## src/rtl/decode_pkg.sv

```systemverilog
// Shared opcodes, control-word layout and type definitions for the LEGv8 decode stage.
package decode_pkg;

    localparam logic [10:0] OP_ADD  = 11'b10001011000;
    localparam logic [10:0] OP_SUB  = 11'b11001011000;
    localparam logic [10:0] OP_AND  = 11'b10001010000;
    localparam logic [10:0] OP_ORR  = 11'b10101010000;
    localparam logic [10:0] OP_LDUR = 11'b11111000010;
    localparam logic [10:0] OP_STUR = 11'b11111000000;
    localparam logic [10:0] OP_BR   = 11'b11010110000;
    localparam logic [9:0]  OP_ADDI = 10'b1001000100;
    localparam logic [7:0]  OP_CBZ  = 8'b10110100;
    localparam logic [7:0]  OP_CBNZ = 8'b10110101;
    localparam logic [5:0]  OP_B    = 6'b000101;
    localparam logic [5:0]  OP_BL   = 6'b100101;

    localparam int unsigned CTRL_W         = 8;
    localparam int unsigned CTRL_REG_WRITE = 7;
    localparam int unsigned CTRL_MEM_READ  = 6;
    localparam int unsigned CTRL_MEM_TO_REG = 5;
    localparam int unsigned CTRL_MEM_WRITE = 4;
    localparam int unsigned CTRL_ALU_SRC   = 3;
    localparam int unsigned CTRL_LINK      = 2;
    localparam int unsigned CTRL_ALU_OP_LSB = 0;

    localparam logic [1:0] ALU_OP_ADD   = 2'b00;
    localparam logic [1:0] ALU_OP_PASSB = 2'b01;
    localparam logic [1:0] ALU_OP_FUNCT = 2'b10;

    typedef enum logic {RUN = 1'b0, HOLD = 1'b1} state_e;

    typedef enum logic [3:0] {
        K_NONE, K_RTYPE, K_LDUR, K_STUR, K_ADDI, K_CBZ, K_CBNZ, K_B, K_BL, K_BR
    } op_kind_e;

    // Classify instruction[31:21]; shorter opcodes are matched on their leading bits.
    function automatic op_kind_e decode_op(input logic [10:0] op);
        op_kind_e k;
        k = K_NONE;
        if (op == OP_ADD || op == OP_SUB || op == OP_AND || op == OP_ORR) k = K_RTYPE;
        else if (op == OP_LDUR)      k = K_LDUR;
        else if (op == OP_STUR)      k = K_STUR;
        else if (op == OP_BR)        k = K_BR;
        else if (op[10:1] == OP_ADDI) k = K_ADDI;
        else if (op[10:3] == OP_CBZ)  k = K_CBZ;
        else if (op[10:3] == OP_CBNZ) k = K_CBNZ;
        else if (op[10:5] == OP_B)    k = K_B;
        else if (op[10:5] == OP_BL)   k = K_BL;
        return k;
    endfunction

endpackage

```

## src/rtl/decode_stage_pipe_regfile.sv

```systemverilog
// Register file with combinational reads, hardwired-zero top register and optional
// WB write-through (DECODE_BYPASS_EN).
module decode_regfile
    import decode_pkg::*;
#(
    parameter int unsigned DATA_W = 64,
    parameter int unsigned NREGS  = 32,
    localparam int unsigned REG_W = $clog2(NREGS)
) (
    input  logic              clock,
    input  logic              reset,
    input  logic              we,
    input  logic [REG_W-1:0]  waddr,
    input  logic [DATA_W-1:0] wdata,
    input  logic [REG_W-1:0]  raddr1,
    input  logic [REG_W-1:0]  raddr2,
    output logic [DATA_W-1:0] rdata1_c,
    output logic [DATA_W-1:0] rdata2_c
);

    localparam logic [REG_W-1:0] XZR = REG_W'(NREGS - 1);

    logic [DATA_W-1:0] regs [NREGS];

    always_ff @(posedge clock) begin
        if (reset) begin
            for (int i = 0; i < NREGS; i++) regs[i] <= '0;
        end else if (we && waddr != XZR) begin
            regs[waddr] <= wdata;
        end
    end

    always_comb begin
        rdata1_c = (raddr1 == XZR) ? '0 : regs[raddr1];
        rdata2_c = (raddr2 == XZR) ? '0 : regs[raddr2];
`ifdef DECODE_BYPASS_EN
        if (we && waddr == raddr1 && raddr1 != XZR) rdata1_c = wdata;
        if (we && waddr == raddr2 && raddr2 != XZR) rdata2_c = wdata;
`endif
    end

endmodule

```

## src/rtl/decode_stage_pipe.sv

```systemverilog
// LEGv8 decode stage with ID/EX register, hazard stall FSM and early branch resolution.
// Optional WB write-through in the register file is enabled by DECODE_BYPASS_EN.
module decode_stage_pipe
    import decode_pkg::*;
#(
    parameter int unsigned DATA_W   = 64,
    parameter int unsigned NREGS    = 32,
    parameter int unsigned LINK_REG = 30,
    localparam int unsigned REG_W   = $clog2(NREGS)
) (
    input  logic              clock,
    input  logic              reset,
    input  logic              instr_valid,
    input  logic [31:0]       instruction,
    input  logic [DATA_W-1:0] pc_in,
    input  logic              wb_en,
    input  logic [REG_W-1:0]  wb_reg,
    input  logic [DATA_W-1:0] wb_data,
    input  logic              ex_regwrite,
    input  logic              ex_memread,
    input  logic [REG_W-1:0]  ex_rd,
    output logic              stall,
    output logic              flush,
    output logic [DATA_W-1:0] branch_target,
    output logic              idex_valid,
    output logic [CTRL_W-1:0] idex_ctrl,
    output logic [DATA_W-1:0] idex_rd1,
    output logic [DATA_W-1:0] idex_rd2,
    output logic [DATA_W-1:0] idex_imm,
    output logic [DATA_W-1:0] idex_pc,
    output logic [REG_W-1:0]  idex_rn,
    output logic [REG_W-1:0]  idex_rm,
    output logic [REG_W-1:0]  idex_rd
);

    localparam logic [REG_W-1:0] XZR = REG_W'(NREGS - 1);

    op_kind_e          kind;
    logic              reg2loc, uses_rn, uses_r2, is_cbr, id_valid, taken, src_match;
    logic [REG_W-1:0]  rn, r2, rd_idx;
    logic [DATA_W-1:0] rd1, rd2, imm;
    logic [CTRL_W-1:0] ctrl;
    logic [1:0]        need;
    state_e            state_q, state_d;
    logic [1:0]        cnt_q, cnt_d;
    logic              squash_q, squash_d, issue;

    assign kind     = decode_op(instruction[31:21]);
    assign reg2loc  = kind inside {K_STUR, K_CBZ, K_CBNZ};
    assign uses_rn  = kind inside {K_RTYPE, K_LDUR, K_STUR, K_ADDI, K_BR};
    assign uses_r2  = kind inside {K_RTYPE, K_STUR, K_CBZ, K_CBNZ};
    assign is_cbr   = kind inside {K_CBZ, K_CBNZ, K_BR};
    assign id_valid = instr_valid && !squash_q && (kind != K_NONE);
    assign rn       = REG_W'(instruction[9:5]);
    assign r2       = reg2loc ? REG_W'(instruction[4:0]) : REG_W'(instruction[20:16]);
    assign rd_idx   = (kind == K_BL) ? REG_W'(LINK_REG) : REG_W'(instruction[4:0]);

    decode_regfile #(.DATA_W(DATA_W), .NREGS(NREGS)) u_regfile (
        .clock    (clock),
        .reset    (reset),
        .we       (wb_en),
        .waddr    (wb_reg),
        .wdata    (wb_data),
        .raddr1   (rn),
        .raddr2   (r2),
        .rdata1_c (rd1),
        .rdata2_c (rd2)
    );

    // Control word and sign/zero-extended immediate per instruction class.
    always_comb begin
        ctrl = '0;
        imm  = '0;
        case (kind)
            K_RTYPE: begin
                ctrl[CTRL_REG_WRITE] = 1'b1;
                ctrl[CTRL_ALU_OP_LSB +: 2] = ALU_OP_FUNCT;
            end
            K_LDUR: begin
                ctrl[CTRL_REG_WRITE]  = 1'b1;
                ctrl[CTRL_MEM_READ]   = 1'b1;
                ctrl[CTRL_MEM_TO_REG] = 1'b1;
                ctrl[CTRL_ALU_SRC]    = 1'b1;
                ctrl[CTRL_ALU_OP_LSB +: 2] = ALU_OP_ADD;
                imm = {{(DATA_W-9){instruction[20]}}, instruction[20:12]};
            end
            K_STUR: begin
                ctrl[CTRL_MEM_WRITE] = 1'b1;
                ctrl[CTRL_ALU_SRC]   = 1'b1;
                ctrl[CTRL_ALU_OP_LSB +: 2] = ALU_OP_ADD;
                imm = {{(DATA_W-9){instruction[20]}}, instruction[20:12]};
            end
            K_ADDI: begin
                ctrl[CTRL_REG_WRITE] = 1'b1;
                ctrl[CTRL_ALU_SRC]   = 1'b1;
                ctrl[CTRL_ALU_OP_LSB +: 2] = ALU_OP_ADD;
                imm = {{(DATA_W-12){1'b0}}, instruction[21:10]};
            end
            K_CBZ, K_CBNZ: begin
                ctrl[CTRL_ALU_OP_LSB +: 2] = ALU_OP_PASSB;
                imm = {{(DATA_W-19){instruction[23]}}, instruction[23:5]};
            end
            K_B: imm = {{(DATA_W-26){instruction[25]}}, instruction[25:0]};
            K_BL: begin
                ctrl[CTRL_REG_WRITE] = 1'b1;
                ctrl[CTRL_LINK]      = 1'b1;
                imm = {{(DATA_W-26){instruction[25]}}, instruction[25:0]};
            end
            default: ;
        endcase
    end

    // Branch resolution and required stall depth for the instruction in ID.
    always_comb begin
        taken         = 1'b0;
        branch_target = pc_in + (imm << 2);
        case (kind)
            K_B, K_BL: taken = 1'b1;
            K_BR: begin
                taken         = 1'b1;
                branch_target = rd1;
            end
            K_CBZ:   taken = (rd2 == '0);
            K_CBNZ:  taken = (rd2 != '0);
            default: ;
        endcase

        src_match = (uses_rn && rn != XZR && rn == ex_rd) ||
                    (uses_r2 && r2 != XZR && r2 == ex_rd);
        need = 2'd0;
        if (id_valid && src_match) begin
            if (ex_memread)                need = is_cbr ? 2'd2 : 2'd1;
            else if (is_cbr && ex_regwrite) need = 2'd1;
        end
    end

    always_comb begin
        state_d  = state_q;
        cnt_d    = cnt_q;
        squash_d = 1'b0;
        issue    = 1'b0;
        stall    = 1'b0;
        flush    = 1'b0;
        if (!reset) begin
            case (state_q)
                RUN: begin
                    if (need != 2'd0) begin
                        stall = 1'b1;
                        if (need > 2'd1) begin
                            state_d = HOLD;
                            cnt_d   = need - 2'd1;
                        end
                    end else if (id_valid) begin
                        issue    = 1'b1;
                        flush    = taken;
                        squash_d = taken;
                    end
                end
                HOLD: begin
                    stall = 1'b1;
                    cnt_d = cnt_q - 2'd1;
                    if (cnt_d == 2'd0) state_d = RUN;
                end
            endcase
        end
    end

    always_ff @(posedge clock) begin
        if (reset) begin
            state_q  <= RUN;
            cnt_q    <= '0;
            squash_q <= 1'b0;
        end else begin
            state_q  <= state_d;
            cnt_q    <= cnt_d;
            squash_q <= squash_d;
        end
    end

    // ID/EX register; anything not issued becomes an all-zero bubble.
    always_ff @(posedge clock) begin
        if (reset || !issue) begin
            idex_valid <= 1'b0;
            idex_ctrl  <= '0;
            idex_rd1   <= '0;
            idex_rd2   <= '0;
            idex_imm   <= '0;
            idex_pc    <= '0;
            idex_rn    <= '0;
            idex_rm    <= '0;
            idex_rd    <= '0;
        end else begin
            idex_valid <= 1'b1;
            idex_ctrl  <= ctrl;
            idex_rd1   <= rd1;
            idex_rd2   <= rd2;
            idex_imm   <= imm;
            idex_pc    <= pc_in;
            idex_rn    <= rn;
            idex_rm    <= r2;
            idex_rd    <= rd_idx;
        end
    end

endmodule

```

## config.mk

```make
export PLATFORM = sky130hd
export DESIGN_NAME = decode_stage_pipe
export DESIGN_NICKNAME = d
export VERILOG_FILES = /design/src/rtl/decode_pkg.sv /design/src/rtl/decode_stage_pipe_regfile.sv /design/src/rtl/decode_stage_pipe.sv
export SDC_FILE = /design/constraint.sdc
export NUM_CORES = 2
export LEC_CHECK = 0
export CAP_MARGIN = 5
export CORE_ASPECT_RATIO = 0.8
export CORE_MARGIN = 2
export CORE_UTILIZATION = 50
export CTS_CLUSTER_DIAMETER = 200
export CTS_CLUSTER_SIZE = 8
export DETAILED_ROUTE_END_ITERATION = 16
export GPL_ROUTABILITY_DRIVEN = 1
export PLACE_DENSITY_LB_ADDON = 0.2
export SYNTH_ARGS = -nofsm -noshare
export SYNTH_HDL_FRONTEND = slang
export SYNTH_HIERARCHICAL = 1
export SYNTH_SLANG_ARGS = --single-unit
```

## constraint.sdc

```tcl
create_clock -name clock -period 8.1 [get_ports clock]
set_clock_uncertainty 0.05 [all_clocks]
set_input_delay 0.81 -clock clock [delete_from_list [all_inputs] [get_ports clock]]
set_output_delay 0.81 -clock clock [all_outputs]
set_load 0.1 [all_outputs]
```

# Word-level counts from Yosys, hierarchy flattened
# Memory sizes are Yosys's and may differ from the RTL's.
# Cells that the tools add are included.
[totals]
n_memories = 1
in_bits = 176
mem_bits_ro = 0
ff_bits = 284
output_inout_bits = 346
latch_bits = 0
word_cells = 136
mem_bits_rw = 2048
[mem_list]
columns = ["name", "depth", "word_bits", "read_ports", "rd_ports_with_merged_regs", "write_ports", "line_no", "source"]
rows = [
  ["u_regfile.regs", 32, 64, 2, 0, 32, "decode_stage_pipe_regfile.sv:23", "logic [DATA_W-1:0] regs [NREGS];"],
]
[classes]
order_cmp = 1
n_shift = 0
eq_ne = 30
mul = 0
muxes = 53
reduce_logical = 34
addsub = 3
n_bitwise = 1
div = 0
[op_table]
columns = ["cell", "n"]
rows = [
  ["64-bit 2-to-1 mux", 4],
  ["64-bit case mux with 4 select lines", 1],
  ["11-bit == test (second input constant)", 7],
  ["64-bit adder", 1],
  ["64-bit zero test", 1],
  ["64-bit nonzero test", 1],
  ["64-bit OR reduction", 1],
  ["4-bit 2-to-1 mux", 9],
  ["1-bit 2-to-1 mux", 25],
  ["4-bit by 3-bit == test with 1-bit output (second input constant)", 4],
  ["8-bit == test (second input constant)", 2],
  ["5-bit 2-to-1 mux", 3],
  ["5-bit != test (second input constant)", 3],
  ["2-bit 2-to-1 mux", 6],
  ["10-bit == test (second input constant)", 1],
  ["5-bit == test", 2],
  ["5-bit == test (second input constant)", 2],
  ["1-bit logical AND", 9],
  ["4-bit by 2-bit == test with 1-bit output (second input constant)", 2],
  ["4-bit == test (second input constant)", 2],
  ["2-bit case mux with 2 select lines", 2],
  ["4-bit nonzero test", 2],
  ["2-bit OR reduction", 4],
  ["6-bit by 3-bit == test with 1-bit output (second input constant)", 1],
  ["other kinds (17)", 27],
]

# Logic depth before layout (Yosys ltp)
[depth]
depth_word = 26
depth_mapped = 23
mapped_depth_nobuf = 17

# By module
# Netlist, hierarchy kept.
[modules_own_cells]
columns = ["mod", "instances", "cells_per_inst", "area_per_inst_um2", "seq_area_each_um2"]
rows = [
  ["decode_regfile", 1, 6835, 108365.2, 61499.0],
  ["decode_stage_pipe", 1, 1357, 11921.4, 4904.7],
]

# Worst setup path after synthesis
# OpenSTA, ideal clock, no wires.
[synth_timing]
kind = "input-to-output"
start = "input port instruction[24]"
end = "output port branch_target[63]"
path_stages = 18
path_slack_ns = 0.390
n_path_buf = 2
t_arrival_ns = 6.850
t_required_ns = 7.240
cell_sequence = "or4b_4 -> nor3_2 -> and2_1 -> clkbuf_1 -> a21oi_1 -> nand2_1 -> ha_1 -> clkbuf_1 -> a21o_1 -> a21o_1 -> a21oi_1 -> o21bai_1 -> a21o_1 -> a21o_1 -> a21oi_1 -> mux2i_1 -> o22ai_1 -> nor3b_1"
[synth_between]
elab_chain_cells = 13
elab_cells_between_ends = 34
classes_between = "add/sub: 1; eq/ne: 18; mux: 9; reduce/logical: 6"
[synth_lines]
columns = ["element", "line_no", "source"]
rows = [
  ["from (decl)", "decode_stage_pipe.sv:14", "input logic [31:0] instruction,"],
  ["8-bit == test", "decode_pkg.sv:46", "else if (op[10:3] == OP_CBNZ) k = K_CBNZ;"],
  ["4-bit 2-to-1 mux", "decode_pkg.sv:46", ""],
  ["4-bit 2-to-1 mux", "decode_pkg.sv:45", "else if (op[10:3] == OP_CBZ) k = K_CBZ;"],
  ["4-bit 2-to-1 mux", "decode_pkg.sv:44", "else if (op[10:1] == OP_ADDI) k = K_ADDI;"],
  ["4-bit 2-to-1 mux", "decode_pkg.sv:43", "else if (op == OP_BR) k = K_BR;"],
  ["4-bit 2-to-1 mux", "decode_pkg.sv:42", "else if (op == OP_STUR) k = K_STUR;"],
  ["4-bit 2-to-1 mux", "decode_pkg.sv:41", "else if (op == OP_LDUR) k = K_LDUR;"],
  ["4-bit 2-to-1 mux (*)", "decode_pkg.sv:40", "if (op == OP_ADD || op == OP_SUB || op == OP_AND || op == OP_ORR) k = K_RTYPE;"],
  ["4-bit == test, or another cell as far along", "decode_stage_pipe.sv:74", "case (kind)"],
  ["2-bit OR reduction, on equally long branches", "-", ""],
  ["64-bit case mux with 4 select lines (*)", "decode_stage_pipe.sv:74", ""],
  ["net imm[25]", "decode_stage_pipe.sv:41", "logic [DATA_W-1:0] rd1, rd2, imm;"],
  ["64-bit adder (*)", "decode_stage_pipe.sv:116", "branch_target = pc_in + (imm << 2);"],
  ["64-bit 2-to-1 mux (*)", "decode_stage_pipe.sv:117", "case (kind)"],
  ["to (decl)", "decode_stage_pipe.sv:24", "output logic [DATA_W-1:0] branch_target,"],
]
# The timed path passes the listed nets; every way through them passes the cells marked *.

# Final worst setup path
[layout_timing]
start = "input port instruction[31]"
end = "output port flush"
[layout_between]
elab_cells_between_ends = 65
classes_between = "eq/ne: 24; mux: 20; reduce/logical: 20; memory: 1"
[layout_lines]
columns = ["element", "line_no", "source"]
rows = [
  ["6-bit == test", "decode_pkg.sv:48", "else if (op[10:5] == OP_BL) k = K_BL;"],
  ["4-bit 2-to-1 mux", "decode_pkg.sv:48", ""],
  ["4-bit 2-to-1 mux", "decode_pkg.sv:47", "else if (op[10:5] == OP_B) k = K_B;"],
  ["4-bit 2-to-1 mux", "decode_pkg.sv:46", ""],
  ["4-bit 2-to-1 mux", "decode_pkg.sv:45", ""],
  ["4-bit 2-to-1 mux", "decode_pkg.sv:44", ""],
  ["4-bit 2-to-1 mux", "decode_pkg.sv:43", ""],
  ["4-bit 2-to-1 mux", "decode_pkg.sv:42", ""],
  ["[5 not listed]", "-", ""],
  ["net r2[0]", "decode_stage_pipe.sv:40", "logic [REG_W-1:0] rn, r2, rd_idx;"],
  ["[1 not listed]", "-", ""],
  ["64-bit 2-to-1 mux (*)", "decode_stage_pipe_regfile.sv:35", "rdata2_c = (raddr2 == XZR) ? '0 : regs[raddr2];"],
  ["net rd2[50]", "decode_stage_pipe.sv:41", ""],
  ["64-bit nonzero test or 64-bit zero test (tied branches)", "decode_stage_pipe.sv:124, decode_stage_pipe.sv:123", ""],
  ["1-bit case mux with 3 select lines (*)", "decode_stage_pipe.sv:117", ""],
  ["1-bit 2-to-1 mux (*)", "decode_stage_pipe.sv:153", "end else if (id_valid) begin"],
  ["1-bit 2-to-1 mux (*)", "decode_stage_pipe.sv:147", "if (need != 2'd0) begin"],
  ["1-bit 2-to-1 mux (*)", "decode_stage_pipe.sv:145", "case (state_q)"],
  ["1-bit 2-to-1 mux (*)", "decode_stage_pipe.sv:144", "if (!reset) begin"],
  ["to (decl)", "decode_stage_pipe.sv:23", "output logic flush,"],
]
# Marked as above.

==> flow_summary.html <==
<table>
<tr><th>Metric</th><th>Value</th></tr>
<tr><th colspan="2">Layout</th></tr>
<tr><td>Final nets</td><td>8844</td></tr>
<tr><td># fillers</td><td>18300</td></tr>
<tr><td>Layout cell share with drive strength beyond 1</td><td>22.7%</td></tr>
<tr><td>Area growth from synthesis to final layout</td><td>15.8%</td></tr>
<tr><td>Final instance area</td><td>0.139 mm2</td></tr>
<tr><td>Most frequent cells in the layout</td><td>sky130_fd_sc_hd__and2_1 (2197), sky130_fd_sc_hd__edfxtp_1 (2048), sky130_fd_sc_hd__mux4_2 (1060)</td></tr>
<tr><td>Most common cell after layout, fill and taps aside</td><td>sky130_fd_sc_hd__and2_1</td></tr>
<tr><td>Core occupancy in the finished layout</td><td>58.0%</td></tr>
<tr><th colspan="2">Timing</th></tr>
<tr><td>Count of final max-slew check failures</td><td>11</td></tr>
<tr><td>Relative slew margins</td><td>-1.29%</td></tr>
<tr><td>Number of hold-slack violations in the final timing report</td><td>0</td></tr>
<tr><td>Final Worst Setup Slack</td><td>-0.00859 ns</td></tr>
<tr><td>Final Setup Violations</td><td>1</td></tr>
<tr><td>Shortest clock period the worst path allows after layout</td><td>8.11 ns</td></tr>
<tr><td>Setup repair after global routing missed its margin</td><td>no</td></tr>
<tr><td>Transition time at the pin with the least slew margin</td><td>1.51 ns</td></tr>
<tr><td>Portion of the clock cycle consumed by the worst path in the final layout</td><td>100%</td></tr>
<tr><td>Highest clock frequency the design can meet</td><td>123 MHz</td></tr>
<tr><th colspan="2">Synthesis</th></tr>
<tr><td>Cell type with the highest aggregate area in the netlist</td><td>sky130_fd_sc_hd__edfxtp_1</td></tr>
<tr><td>XOR/XNOR Fraction of Synth Area</td><td>0.481%</td></tr>
<tr><td>Count of cell types in the netlist</td><td>81</td></tr>
<tr><td>Predominant post-synthesis flop cell</td><td>sky130_fd_sc_hd__edfxtp_1</td></tr>
<tr><td>Total number of yosys warnings</td><td>6</td></tr>
<tr><td>Number of enable-type register cells in the synthesized netlist</td><td>2048</td></tr>
<tr><td>Area share of the largest cell type after synthesis</td><td>51.1%</td></tr>
<tr><td>Average footprint of a synthesized cell</td><td>14.7 um2</td></tr>
<tr><td>Fraction of registers with async set or reset after synthesis</td><td>0%</td></tr>
<tr><td>Synthesized-area fraction occupied by and/or/nand/nor cells</td><td>13.7%</td></tr>
<tr><td>Register area share after synthesis</td><td>55.2%</td></tr>
<tr><td>Synth Cell Area</td><td>0.120 mm2</td></tr>
<tr><td>Post-synthesis share of cell area spent on full adders, half adders and majority gates</td><td>0.682%</td></tr>
<tr><td>Gate count of the mapped netlist</td><td>8192</td></tr>
<tr><td>Combinational family with the most area after synthesis</td><td>multiplexers</td></tr>
<tr><td>Synth Area in Compound Gates</td><td>3.72%</td></tr>
<tr><td>Flip-flop and latch count after synthesis</td><td>2293</td></tr>
<tr><td>Multiplexer fraction of the synthesized cell area</td><td>22.7%</td></tr>
<tr><td>Synth area leaders</td><td>sky130_fd_sc_hd__edfxtp_1 (51%), sky130_fd_sc_hd__mux4_2 (20%), sky130_fd_sc_hd__and2_1 (11%)</td></tr>
<tr><th colspan="2">Route</th></tr>
<tr><td>Number of routed nets with antenna violations</td><td>1</td></tr>
<tr><td>Drt initial violations</td><td>15400</td></tr>
<tr><td>Drt drc</td><td>0</td></tr>
<tr><td>Via count normalized by instance count</td><td>7.02</td></tr>
<tr><td>Via count</td><td>83800</td></tr>
<tr><td>Detailed-router iteration count before antenna repair</td><td>8</td></tr>
<tr><td>WL per Instance</td><td>40.7 um</td></tr>
<tr><td>Total wirelength of the detailed-routed design</td><td>486000 um</td></tr>
<tr><th colspan="2">Global routing</th></tr>
<tr><td>Overflow left after global routing</td><td>0</td></tr>
<tr><td>Antenna violations before repair</td><td>81</td></tr>
<tr><td>Largest net degree at the start of global routing</td><td>157</td></tr>
<tr><td>Overall Global Routing Usage</td><td>39.3%</td></tr>
<tr><td>First-pass GRT wire length</td><td>661000 um</td></tr>
<tr><td>Via count of the first global-routing pass</td><td>80100</td></tr>
<tr><td>Peak-usage layer in the global routing report</td><td>met2</td></tr>
<tr><td>Met3 Resource Use GR</td><td>15.9%</td></tr>
<tr><td>Met2 Usage GRT</td><td>57.0%</td></tr>
<tr><td>Grt met1 use</td><td>50.1%</td></tr>
<tr><th colspan="2">Clocking</th></tr>
<tr><td>Cts-stage hold buffer count</td><td>0</td></tr>
<tr><td>Worst-skew pair later-pin latency</td><td>0.91 ns</td></tr>
<tr><td>Deepest level of the CTS H-tree</td><td>5</td></tr>
<tr><td>Clock-pin slew on the worst setup and hold paths</td><td>0.05 ns</td></tr>
<tr><td>Clock tree from TritonCTS</td><td>yes</td></tr>
<tr><td>Inserted Clock Buffers</td><td>328</td></tr>
<tr><td>Buffer type at the clock tree root</td><td>sky130_fd_sc_hd__clkbuf_16</td></tr>
<tr><td>Bufs on Longest Clock Path</td><td>4</td></tr>
<tr><td>Clock sink count</td><td>2293</td></tr>
<tr><th colspan="2">Hold path</th></tr>
<tr><td>Min-Delay Path Class</td><td>in2reg</td></tr>
<tr><td>Hold Path Stages</td><td>2</td></tr>
<tr><th colspan="2">Critical path</th></tr>
<tr><td>Path depth of the worst reg2reg path</td><td>15</td></tr>
<tr><td>Family with the most delay on the worst path</td><td>buffers and inverters</td></tr>
<tr><td>Number of stages on the worst setup path</td><td>24</td></tr>
<tr><td>Crit path buffers/inverters</td><td>11</td></tr>
<tr><td>Sequence of cells on the critical path</td><td>clkdlybuf4s50_1 &gt; or4b_4 &gt; nor2_4 &gt; a21oi_2 &gt; mux2i_1 &gt; buf_4 &gt; inv_16 &gt; buf_16 &gt; mux4_2 &gt; mux4_2 &gt; inv_1 &gt; a2111oi_0 &gt; buf_2 &gt; buf_4 &gt; nor4_1 &gt; buf_4 &gt; nand4_1 &gt; nor4_4 &gt; buf_4 &gt; xor2_1 &gt; nand2_1 &gt; a21oi_2 &gt; buf_4 &gt; buf_12</td></tr>
<tr><td>Critical path's largest stage delay</td><td>0.63 ns</td></tr>
<tr><td>Type of the setup path with the least slack</td><td>in2out</td></tr>
<tr><td>Most used cell along the critical path</td><td>sky130_fd_sc_hd__buf_4</td></tr>
<tr><td>CP Data Arrival Time</td><td>7.25 ns</td></tr>
<tr><td>Slowest-stage cell, CP</td><td>sky130_fd_sc_hd__clkdlybuf4s50_1</td></tr>
<tr><td>Nature of the critical path startpoint</td><td>primary input</td></tr>
<tr><td>Worst setup EP type</td><td>primary output</td></tr>
<tr><td>Top fanout value on the critical path</td><td>23</td></tr>
<tr><td>Required arrival time at the worst endpoint</td><td>7.24 ns</td></tr>
<tr><th colspan="2">Power and ir drop</th></tr>
<tr><td>Static Leak</td><td>0.0493 uW</td></tr>
<tr><td>Maximum ir drop on the vdd rail</td><td>0.000190 V</td></tr>
<tr><td>Power per cell area</td><td>217 mW/mm2</td></tr>
<tr><th colspan="2">Place</th></tr>
<tr><td>Post-place instance area</td><td>0.130 mm2</td></tr>
<tr><td>Estimated wirelength of the detail-placed design</td><td>286000 um</td></tr>
<tr><td>Final weighted congestion of routability-driven global placement</td><td>0.952</td></tr>
<tr><td>I/O Buffers</td><td>521</td></tr>
<tr><th colspan="2">Run status</th></tr>
<tr><td>Outcome</td><td>finished, violations left</td></tr>
<tr><td>Violations in the final reports</td><td>antenna violations, max-capacitance violations, max-slew violations, negative setup slack</td></tr>
<tr><th colspan="2">Floorplan</th></tr>
<tr><td>Number of I/O pins</td><td>522</td></tr>
<tr><td>Starting density of the core</td><td>50.1%</td></tr>
<tr><td>Width of the die</td><td>552 um</td></tr>
<tr><td>Die Outline Area</td><td>0.245 mm2</td></tr>
<tr><td>Rows</td><td>161</td></tr>
<tr><td>Area of the core</td><td>0.240 mm2</td></tr>
<tr><td>Die extent in y</td><td>443 um</td></tr>
<tr><th colspan="2">Run</th></tr>
<tr><td>Max-Cap Viols</td><td>2</td></tr>
</table>
[cell type report]
class / count / area, um2 / share of cell area [%]
sequential: 2293 / 66400 / 47.7
multi-input combinational: 5018 / 50500 / 36.3
timing repair buffer: 883 / 9050 / 6.50
clock buffer: 396 / 8550 / 6.14
tap: 3178 / 3980 / 2.86
inverter: 78 / 355 / 0.255
clock inverter: 16 / 229 / 0.164
antenna: 76 / 190 / 0.137
timing repair inverter: 1 / 11.3 / 0.00809
[where the power goes]
| part | switching [uW] | internal [uW] | total, uW |
|---|---|---|---|
| Sequential | 317 | 13500 | 13800 |
| Clock | 5110 | 7320 | 12400 |
| Combinational | 2450 | 1550 | 4000 |
[flip-flops by register name, summed over array words and instances (netlist names)]
register,count
cnt_q,2
idex_ctrl,7
idex_imm,26
idex_pc,64
idex_rd,5
idex_rd1,64
idex_rd2,64
idex_rm,5
idex_rn,5
idex_valid,1
squash_q,1
state_q,1
u_regfile/regs,2048
[path summary, 6_finish.rpt]
kind                          start         end  slack (ns)
max reg2reg  u_regfile/regs[31][50]    squash_q        3.62
min                  instruction[9]  idex_rn[4]        0.33
max                 instruction[31]       flush      -0.009
min reg2reg                 state_q    cnt_q[0]        0.43
[per-layer routing]
layer / up-vias / wire [um] / part of all wire [%]
met2: 7990 / 209000 / 43
met4: 50 / 30800 / 6.3
met3: 1561 / 80700 / 17
met1: 42400 / 165000 / 34
li1: 31800 / - / -
met5: - / 373 / 0.077
[Yosys cell counts (19+ instances only)]
master and instances:
sky130_fd_sc_hd__and2_1 2197, sky130_fd_sc_hd__o22ai_1 63, sky130_fd_sc_hd__o221ai_1 55, sky130_fd_sc_hd__nor4_1 25, sky130_fd_sc_hd__dfxtp_1 245, sky130_fd_sc_hd__nand3_1 22
sky130_fd_sc_hd__o21a_1 22, sky130_fd_sc_hd__mux2i_1 324, sky130_fd_sc_hd__mux4_2 1060, sky130_fd_sc_hd__and3_1 35, sky130_fd_sc_hd__xnor2_1 37, sky130_fd_sc_hd__nand4_1 23
sky130_fd_sc_hd__clkbuf_1 603, sky130_fd_sc_hd__inv_1 75, sky130_fd_sc_hd__nor3_1 49, sky130_fd_sc_hd__buf_1 46, sky130_fd_sc_hd__a21o_1 38, sky130_fd_sc_hd__o21ai_0 108
sky130_fd_sc_hd__edfxtp_1 2048, sky130_fd_sc_hd__buf_6 21, sky130_fd_sc_hd__xor2_1 29, sky130_fd_sc_hd__buf_4 77, sky130_fd_sc_hd__or2_2 37, sky130_fd_sc_hd__a22oi_1 34
sky130_fd_sc_hd__a221oi_1 19, sky130_fd_sc_hd__nand2_1 138, sky130_fd_sc_hd__buf_2 119, sky130_fd_sc_hd__nor2b_1 27, sky130_fd_sc_hd__a211oi_1 42, sky130_fd_sc_hd__o2bb2ai_1 42
sky130_fd_sc_hd__ha_1 64, sky130_fd_sc_hd__a21oi_1 145, sky130_fd_sc_hd__nor2_1 157
[cell families (layout without fill, tap and decap cells)]
group | count (synthesis) | count (layout)
buf+inv | 944 | 1374
xor+xnor | 66 | 66
mux | 1403 | 1403
other cells | 1 | 140
compound gates | 658 | 658
flops | 2293 | 2293
fa+ha+maj | 65 | 65
simple gates | 2762 | 2762
[repair_timing]
| item | in CTS | in global routing |
|---|---|---|
| buffers inserted | 4 | 0 |
| gates cloned | 2 | 1 |
| endpoints found under the setup margin | 1 | 1 |
| pin swaps | 3 | 2 |
| resized for setup | 14 | 8 |
[through the flow]
stage	hold WS (ns)	total power, uW	TNS (ns)	setup slack [ns]	instances
detailed placement	0.425	17800	-0.642	-0.642	11400
CTS	0.296	30100	0	0.0223	11900
floorplan	0.387	16200	0	0.390	8255
global route	0.320	30800	0	0.00225	11900
finish	0.327	30200	-0.00859	-0.00859	11900
global placement	0.406	17800	-1.75	-1.34	11400
No activity file was read; power rests on OpenSTA's default activity.
